==> src/rtl/phase_sequencer.sv <==
// Multi-cycle IF/ID/EX/MEM/WB control sequencer with req/ready memory waits,
// run/stop/halt control, memory-timeout bus error and a retired-instruction counter.
module phase_sequencer #(
  parameter int unsigned CNT_W   = 16,
  parameter int unsigned TIMEOUT = 255
) (
  input  logic             clock,
  input  logic             reset_n,
  input  logic             start,
  input  logic             stop,
  input  logic [1:0]       op1,
  input  logic [3:0]       op3,
  input  logic             write_order,
  input  logic             mem_ready,
  output logic             mem_req,
  output logic             mem_we,
  output logic             ir_we,
  output logic             pc_we,
  output logic             reg_we,
  output logic [4:0]       phase,
  output logic             halted,
  output logic             bus_error,
  output logic [CNT_W-1:0] retired
);

  localparam int unsigned WAIT_W = 8;

  localparam logic [2:0] S_IDLE = 3'd0;
  localparam logic [2:0] S_IF   = 3'd1;
  localparam logic [2:0] S_ID   = 3'd2;
  localparam logic [2:0] S_EX   = 3'd3;
  localparam logic [2:0] S_MEM  = 3'd4;
  localparam logic [2:0] S_WB   = 3'd5;
  localparam logic [2:0] S_HALT = 3'd6;

  logic [2:0]        r_state;
  logic [2:0]        w_next;
  logic [WAIT_W-1:0] r_wait;
  logic              r_err;
  logic [CNT_W-1:0]  r_ret;
  logic              r_start_low;
  logic              w_timeout;
  logic              w_wait_last;
  logic              w_is_hlt;

  assign w_wait_last = (r_wait == WAIT_W'(TIMEOUT - 1));
  assign w_is_hlt    = (op1 == 2'b11) && (op3 == 4'hF);

  // Next-state decode; a wait that would reach TIMEOUT diverts to HALTED.
  always_comb begin
    w_next    = r_state;
    w_timeout = 1'b0;
    case (r_state)
      S_IDLE: if (start) w_next = S_IF;
      S_IF: begin
        if (mem_ready) begin
          w_next = S_ID;
        end else if (w_wait_last) begin
          w_timeout = 1'b1;
          w_next    = S_HALT;
        end
      end
      S_ID:  w_next = S_EX;
      S_EX:  w_next = (op1[1] == 1'b0) ? S_MEM : S_WB;
      S_MEM: begin
        if (mem_ready) begin
          w_next = S_WB;
        end else if (w_wait_last) begin
          w_timeout = 1'b1;
          w_next    = S_HALT;
        end
      end
      S_WB: begin
        if (w_is_hlt)  w_next = S_HALT;
        else if (stop) w_next = S_IDLE;
        else           w_next = S_IF;
      end
      S_HALT:  if (start && r_start_low) w_next = S_IF;
      default: w_next = S_IDLE;
    endcase
  end

  always_ff @(posedge clock or negedge reset_n) begin
    if (!reset_n) begin
      r_state     <= S_IDLE;
      r_wait      <= '0;
      r_err       <= 1'b0;
      r_ret       <= '0;
      r_start_low <= 1'b0;
    end else begin
      r_state <= w_next;
      if (w_next != r_state) r_wait <= '0;
      else if ((r_state == S_IF) || (r_state == S_MEM)) r_wait <= r_wait + WAIT_W'(1);
      else r_wait <= '0;
      if (w_timeout) r_err <= 1'b1;
      if (r_state == S_WB) r_ret <= r_ret + CNT_W'(1);
      // A held start must drop once after entering HALTED before it can restart.
      if ((w_next == S_HALT) && (r_state != S_HALT)) r_start_low <= 1'b0;
      else if ((r_state == S_HALT) && !start)        r_start_low <= 1'b1;
    end
  end

  assign mem_req   = (r_state == S_IF) || (r_state == S_MEM);
  assign mem_we    = (r_state == S_MEM) && (op1 == 2'b01);
  assign ir_we     = (r_state == S_IF) && mem_ready;
  assign pc_we     = (r_state == S_WB);
  assign reg_we    = (r_state == S_WB) && write_order;
  assign halted    = (r_state == S_HALT);
  assign phase     = {r_state == S_WB, r_state == S_MEM, r_state == S_EX,
                      r_state == S_ID, r_state == S_IF};
  assign bus_error = r_err;
  assign retired   = r_ret;

endmodule

==> config.mk <==
export PLATFORM = sky130hd
export DESIGN_NAME = phase_sequencer
export DESIGN_NICKNAME = d
export VERILOG_FILES = /design/src/rtl/phase_sequencer.sv
export SDC_FILE = /design/constraint.sdc
export NUM_CORES = 1
export LEC_CHECK = 0
export BUFFER_PORTS_ARGS = -buffer_cell sky130_fd_sc_hd__buf_2
export CAP_MARGIN = 20
export CORE_UTILIZATION = 35
export CTS_CLUSTER_SIZE = 40
export DETAILED_ROUTE_END_ITERATION = 10
export SLEW_MARGIN = 10
export SYNTH_ARGS = -nofsm -noshare
export SYNTH_HDL_FRONTEND = slang
export SYNTH_SLANG_ARGS = --single-unit
==> constraint.sdc <==
create_clock -name clock -period 3.55 [get_ports clock]
set_input_delay 0 -clock clock [delete_from_list [all_inputs] [get_ports clock]]
set_output_delay 0 -clock clock [all_outputs]
set_load 0.02 [all_outputs]
# Yosys cells after proc, flatten, opt, wreduce, memory -nomap -nowiden
# Index checks and enable logic that the tools add are counted.
[word_totals]
mem_bits_ro = 0
in_bits = 12
latchBits = 0
elab_cells = 48
memories = 0
reg_bits = 29
ram_bits = 0
output_inout_bits = 28
[op_classes]
n_reduce_logical = 12
shifts = 0
mux = 16
div_mod_pow = 0
n_eq_ne = 13
multipliers = 0
n_bitwise = 0
n_lt_le_gt_ge = 0
addsub = 2
[op_table]
columns = ["op", "count"]
rows = [
  ["$pmux 3 s7", 1],
  ["$mux 3", 6],
  ["$add 16x1->16 const B", 1],
  ["$mux 8", 2],
  ["$eq 3x3->1 const B", 4],
  ["$add 8x1->8 const B", 1],
  ["$eq 8x8->1 const B", 1],
  ["$logic_and 1x1->1", 7],
  ["$mux 1", 7],
  ["$eq 3x2->1 const B", 2],
  ["$eq 4x4->1 const B", 1],
  ["$eq 3x1->1 const B", 1],
  ["$logic_not 3->1", 1],
  ["$ne 3x3->1", 1],
  ["$ne 3x3->1 const B", 1],
  ["$eq 2x1->1 const B", 1],
  ["$eq 2x2->1 const B", 1],
  ["$reduce_bool 2->1", 1],
  ["$reduce_or 2->1", 1],
  ["$logic_not 1->1", 1],
  ["$logic_or 1x1->1", 1],
]

# Depth between registers and ports, before layout
[logic_depth]
ltp_word = 7
ltp_mapped = 6
mapped_depth_nobuf = 6

# Least setup slack after synthesis
# OpenSTA, ideal clock, no wires.
[synth_timing]
path_type = "register -> register"
start = "register r_ret[4], in the netlist retired[4]"
end = "register r_ret[12], in the netlist retired[12]"
setup_ns = 0.130
slack_ns = 2.069
t_arrival_ns = 1.351
period_less_slack_ns = 1.481
path_stages_with_launch = 5
required_time_ns = 3.420
n_path_buf = 0
path_cell_list = "dfrtp_1 -> nand4_1 -> nor4_4 -> nand3_1 -> xnor2_1"
[synth_via]
elab_chain_cells = 1
[synth_rtl]
columns = ["item", "line", "rtl"]
rows = [
  ["start, declared", "40", "logic [CNT_W-1:0] r_ret;"],
  ["start signal, assigned", "96", "if (r_state == S_WB) r_ret <= r_ret + CNT_W'(1);"],
  ["$add 16x1->16", "96", ""],
]
# Every way passes these cells.
# A chain may end at the register's enable or synchronous reset.

# Worst setup path after layout
[layout_timing]
start = "register r_state[1]"
end = "register r_wait[4]"
[layout_via]
elab_cells_between_ends = 17
cone_classes = "7 x eq/ne; 8 x mux; 2 x reduce/logical"
[layout_rtl]
columns = ["item", "line", "rtl"]
rows = [
  ["start, declared", "36", "logic [2:0] r_state;"],
  ["start signal, assigned", "91", "r_state <= w_next;"],
  ["$eq 3x3->1, or another cell as far along", "53", "case (r_state)"],
  ["$pmux 3 s7 (*)", "53", ""],
  ["named net w_next[0]", "37", "logic [2:0] w_next;"],
  ["$ne 3x3->1 (*)", "92", "if (w_next != r_state) r_wait <= '0;"],
  ["$mux 8 (*)", "92", ""],
  ["end signal, assigned", "93", "else if ((r_state == S_IF) || (r_state == S_MEM)) r_wait <= r_wait + WAIT_W'(1);"],
  ["end, declared", "38", "logic [WAIT_W-1:0] r_wait;"],
]
# Mark *: on every way through the listed nets, which the timed path passes. The rest lies on a longest branch.

==> insert_results.sql <==
INSERT INTO impl_metrics (metric_group, metric, value, unit) VALUES
('detailed_routing', 'vias', '1225', ''),
('layout', 'diodes', '0', ''),
('yosys', 'post_synth_inst_count', '146', ''),
('timing', 'rsz0062_at_grt', 'no', ''),
('yosys', 'postSynthNetCount', '161', ''),
('power', 'p_leak', '0.958', 'nW'),
('clocking', 'cts_tree', 'built', ''),
('run', 'max_cap_viol_count', '0', ''),
('worst_setup_path', 'startpoint_type', 'register', ''),
('detailed_routing', 'route.detailed.drc', '0', ''),
('yosys', 'number_of_enable_type_register_cells_in_the_synthesized_netlist', '0', ''),
('grt', 'grt_start_max_net_pins', '30', ''),
('clocking', 'cts_root_buf', 'sky130_fd_sc_hd__clkbuf_8', ''),
('layout', 'final_layout_size_suffix_gt1_frac', '0.361', ''),
('timing', 'min_period', '1.64', 'ns'),
('run_status', 'outcome', 'completed', ''),
('layout', 'final_util', '0.447', ''),
('floorplan', 'area_of_the_core', '0.00441', 'mm^2'),
('floorplan', 'die_w', '70.4', 'um'),
('timing', 'finalSetupTns', '0', 'ns'),
('timing', 'clock-skew-final', '0.00587', 'ns'),
('floorplan', 'die_height', '70.4', 'um'),
('detailed_routing', 'drt-initial-drc-count', '50', ''),
('timing', 'maxSlewHeadroom', '0.575', ''),
('layout', 'stdcell_area', '0.00197', 'mm^2'),
('layout', 'num-nets-final', '205', ''),
('grt', 'antenna_found_initial', '0', ''),
('floorplan', 'core.rowCount', '24', ''),
('grt', 'first_pass_grt_wire_length', '5550', 'um'),
('power', 'fin_total_pwr', '1.16', 'mW'),
('detailed_routing', 'dr_pass1_iterations', '4', ''),
('yosys', 'synthesis.area_per_instance', '11.2', 'um^2'),
('worst_setup_path', 'cp-end-kind', 'register', ''),
('grt', 'first_global_vias', '1207', ''),
('clocking', 'cts_htree_levels', '2', ''),
('yosys', 'ys_async_sr_fraction', '1.00', ''),
('timing', 'hold_viol_final', '0', ''),
('worst_hold_path', 'min-delay-path-class', 'in2reg', ''),
('floorplan', 'effective_utilization_at_floorplan', '0.371', ''),
('detailed_routing', 'avgRoutedWirePerCell', '13.4', 'um'),
('grt', 'grt-ovfl-total', '0', ''),
('clocking', 'tritoncts_num_sinks', '29', ''),
('timing', 'final_max_slew_viol_count', '0', ''),
('clocking', 'ctsLongestPathBuffers', '2', ''),
('power', 'power_density', '587', 'mW/mm^2'),
('detailed_routing', 'detail-route-antenna-nets', '0', ''),
('grt', 'grt.total_usage', '0.145', ''),
('timing', 'achievable-frequency', '609', 'MHz'),
('timing', 'timing.hold.ws', '0.136', 'ns'),
('floorplan', 'die_area', '0.00496', 'mm^2'),
('placement', 'port_buffers', '39', ''),
('worst_setup_path', 'critPathRequiredTime', '3.74', 'ns'),
('timing', 'pin_slew_with_the_least_headroom_to_its_limit', '0.637', 'ns'),
('clocking', 'clock_insertion_delay_worst_skew', '0.28', 'ns'),
('clocking', 'number_of_setup_buffers_added_after_cts', '0', ''),
('floorplan', 'io-pin-count', '40', ''),
('timing', 'final-setup-viol-count', '0', ''),
('worst_setup_path', 'worstPathArrival', '1.84', 'ns'),
('layout', 'syn2layout_area_growth', '20.5', '%'),
('placement', 'dp_hpwl', '2430', 'um'),
('clocking', 'path_clk_slew', '0.06', 'ns'),
('yosys', 'mappedNetlistArea', '0.00164', 'mm^2'),
('clocking', 'cts_made_buffers', '5', ''),
('yosys', 'postSynthRegisterBits', '29', ''),
('yosys', 'yosysUniqueCellTypes', '42', ''),
('yosys', 'ys.flop_type', 'sky130_fd_sc_hd__dfrtp_1', ''),
('placement', 'gp_congestion', '0.826', ''),
('yosys', 'seq_area_frac_synth', '0.443', ''),
('timing', 'post-route-period-util', '0.463', ''),
('yosys', 'yosys_warnings', '0', ''),
('worst_setup_path', 'setup.worst_path.class', 'reg2reg', ''),
('worst_setup_path', 'crit_path_max_fanout', '15', ''),
('power', 'max-vdd-ir-drop', '0.000242', 'V'),
('placement', 'post_dp_cell_area', '0.00188', 'mm^2'),
('detailed_routing', 'routed_via_density', '5.04', ''),
('detailed_routing', 'routed_wirelength', '3260', 'um');
## stage by stage
step | worst slack [ns] | instances
floorplan | 2.07 | 146
global placement | 1.96 | 234
detailed placement | 1.92 | 234
CTS | 1.89 | 243
global route | 1.77 | 243
finish | 1.91 | 243
## worst max-delay path, cell delays in order, from the launching register on
cell and delay [ns]:
sky130_fd_sc_hd__dfrtp_1 0.59, sky130_fd_sc_hd__nand3b_4 0.28, sky130_fd_sc_hd__inv_2 0.10, sky130_fd_sc_hd__o211ai_4 0.09, sky130_fd_sc_hd__nand4_4 0.22, sky130_fd_sc_hd__a211oi_2 0.28
## placed cells by master (no fill, tap or decap), drive strengths merged, types with 2 or more instances in the layout
master / n
and2: 4
o21ai: 4
ha: 3
and2b: 2
clkbuf: 5
nand2: 14
nor2b: 2
dfrtp: 29
buf: 39
clkinv: 2
nand3: 10
and3: 3
o21bai: 3
nor3: 3
xnor2: 15
inv: 6
nand4: 8
nand2b: 4
nor2: 7
a211oi: 8
xor2: 6
## synth_stat cells (2+ instances only)
| master | number | area, um^2 |
|---|---|---|
| sky130_fd_sc_hd__inv_2 | 2 | 7.51 |
| sky130_fd_sc_hd__nand2_1 | 14 | 52.6 |
| sky130_fd_sc_hd__xor2_1 | 6 | 52.6 |
| sky130_fd_sc_hd__a211oi_2 | 8 | 100 |
| sky130_fd_sc_hd__ha_1 | 3 | 37.5 |
| sky130_fd_sc_hd__and2_1 | 4 | 25.0 |
| sky130_fd_sc_hd__and3_1 | 2 | 12.5 |
| sky130_fd_sc_hd__nand2b_1 | 4 | 25.0 |
| sky130_fd_sc_hd__nand3_1 | 10 | 50.1 |
| sky130_fd_sc_hd__nor2_1 | 7 | 26.3 |
| sky130_fd_sc_hd__inv_1 | 4 | 15.0 |
| sky130_fd_sc_hd__nor2b_1 | 2 | 12.5 |
| sky130_fd_sc_hd__nand4_1 | 7 | 43.8 |
| sky130_fd_sc_hd__o21bai_1 | 2 | 15.0 |
| sky130_fd_sc_hd__xnor2_1 | 15 | 131 |
| sky130_fd_sc_hd__dfrtp_1 | 29 | 726 |
| sky130_fd_sc_hd__buf_4 | 2 | 15.0 |
## sequential cells by signal, indices dropped and copies added (netlist names)
register     cells
r_state          3
r_wait           8
r_start_low      1
bus_error        1
retired         16
## worst paths after layout
path	from	endpoint	slack, ns	cells past startpoint
max	r_state[1]$_DFF_PN0_	r_wait[4]$_DFF_PN0_	1.91	5
min	mem_ready	bus_error$_DFFE_PN0P_	0.14	4
max reg2reg	r_state[1]$_DFF_PN0_	r_wait[4]$_DFF_PN0_	1.91	5
min reg2reg	bus_error$_DFFE_PN0P_	bus_error$_DFFE_PN0P_	0.46	1
max in group asynchronous	reset_n	r_state[1]$_DFF_PN0_	2.86	2
min in group asynchronous	reset_n	retired[2]$_DFFE_PN0P_	0.27	2
## where the power goes
group          leakage, nW  switching [mW]  internal, mW  total [mW]
combinational        0.520           0.269         0.167       0.435
sequential           0.395          0.0836         0.377       0.460
clock               0.0439           0.128         0.135       0.263
## layout make-up
type,instances,area (um^2)
sequential,29,726
tap,52,65.1
timing repair buffer,40,205
inverter,6,22.5
clock inverter,3,17.5
fill,425,2440
multi-input combinational,108,870
clock buffer,5,68.8
## metal layers
| metal | up-vias | GRT usage | wire [um] |
|---|---|---|---|
| met2 | 28 | 0.233 | 1600 |
| met5 | - | 0 | 0 |
| met3 | 5 | 0.0491 | 161 |
| met1 | 588 | 0.176 | 1450 |
| li1 | 604 | - | - |
| met4 | 0 | 0.0622 | 51 |
## timing repair
action	4_1_cts	5_1_grt
hold endpoints to repair	29	0
hold buffers	1	0
gates resized for setup	0	0
## kinds of logic after synthesis
logic type,count (synthesis),share of synthesized area
AND/OR/NAND/NOR,62,0.249
flip-flops,29,0.443
AO/OA/AOI/OAI,22,0.147
XOR/XNOR,21,0.112
buffers and inverters,9,0.0260
adder cells (fa/ha/maj),3,0.0229
(Power assumes the default switching activity.)
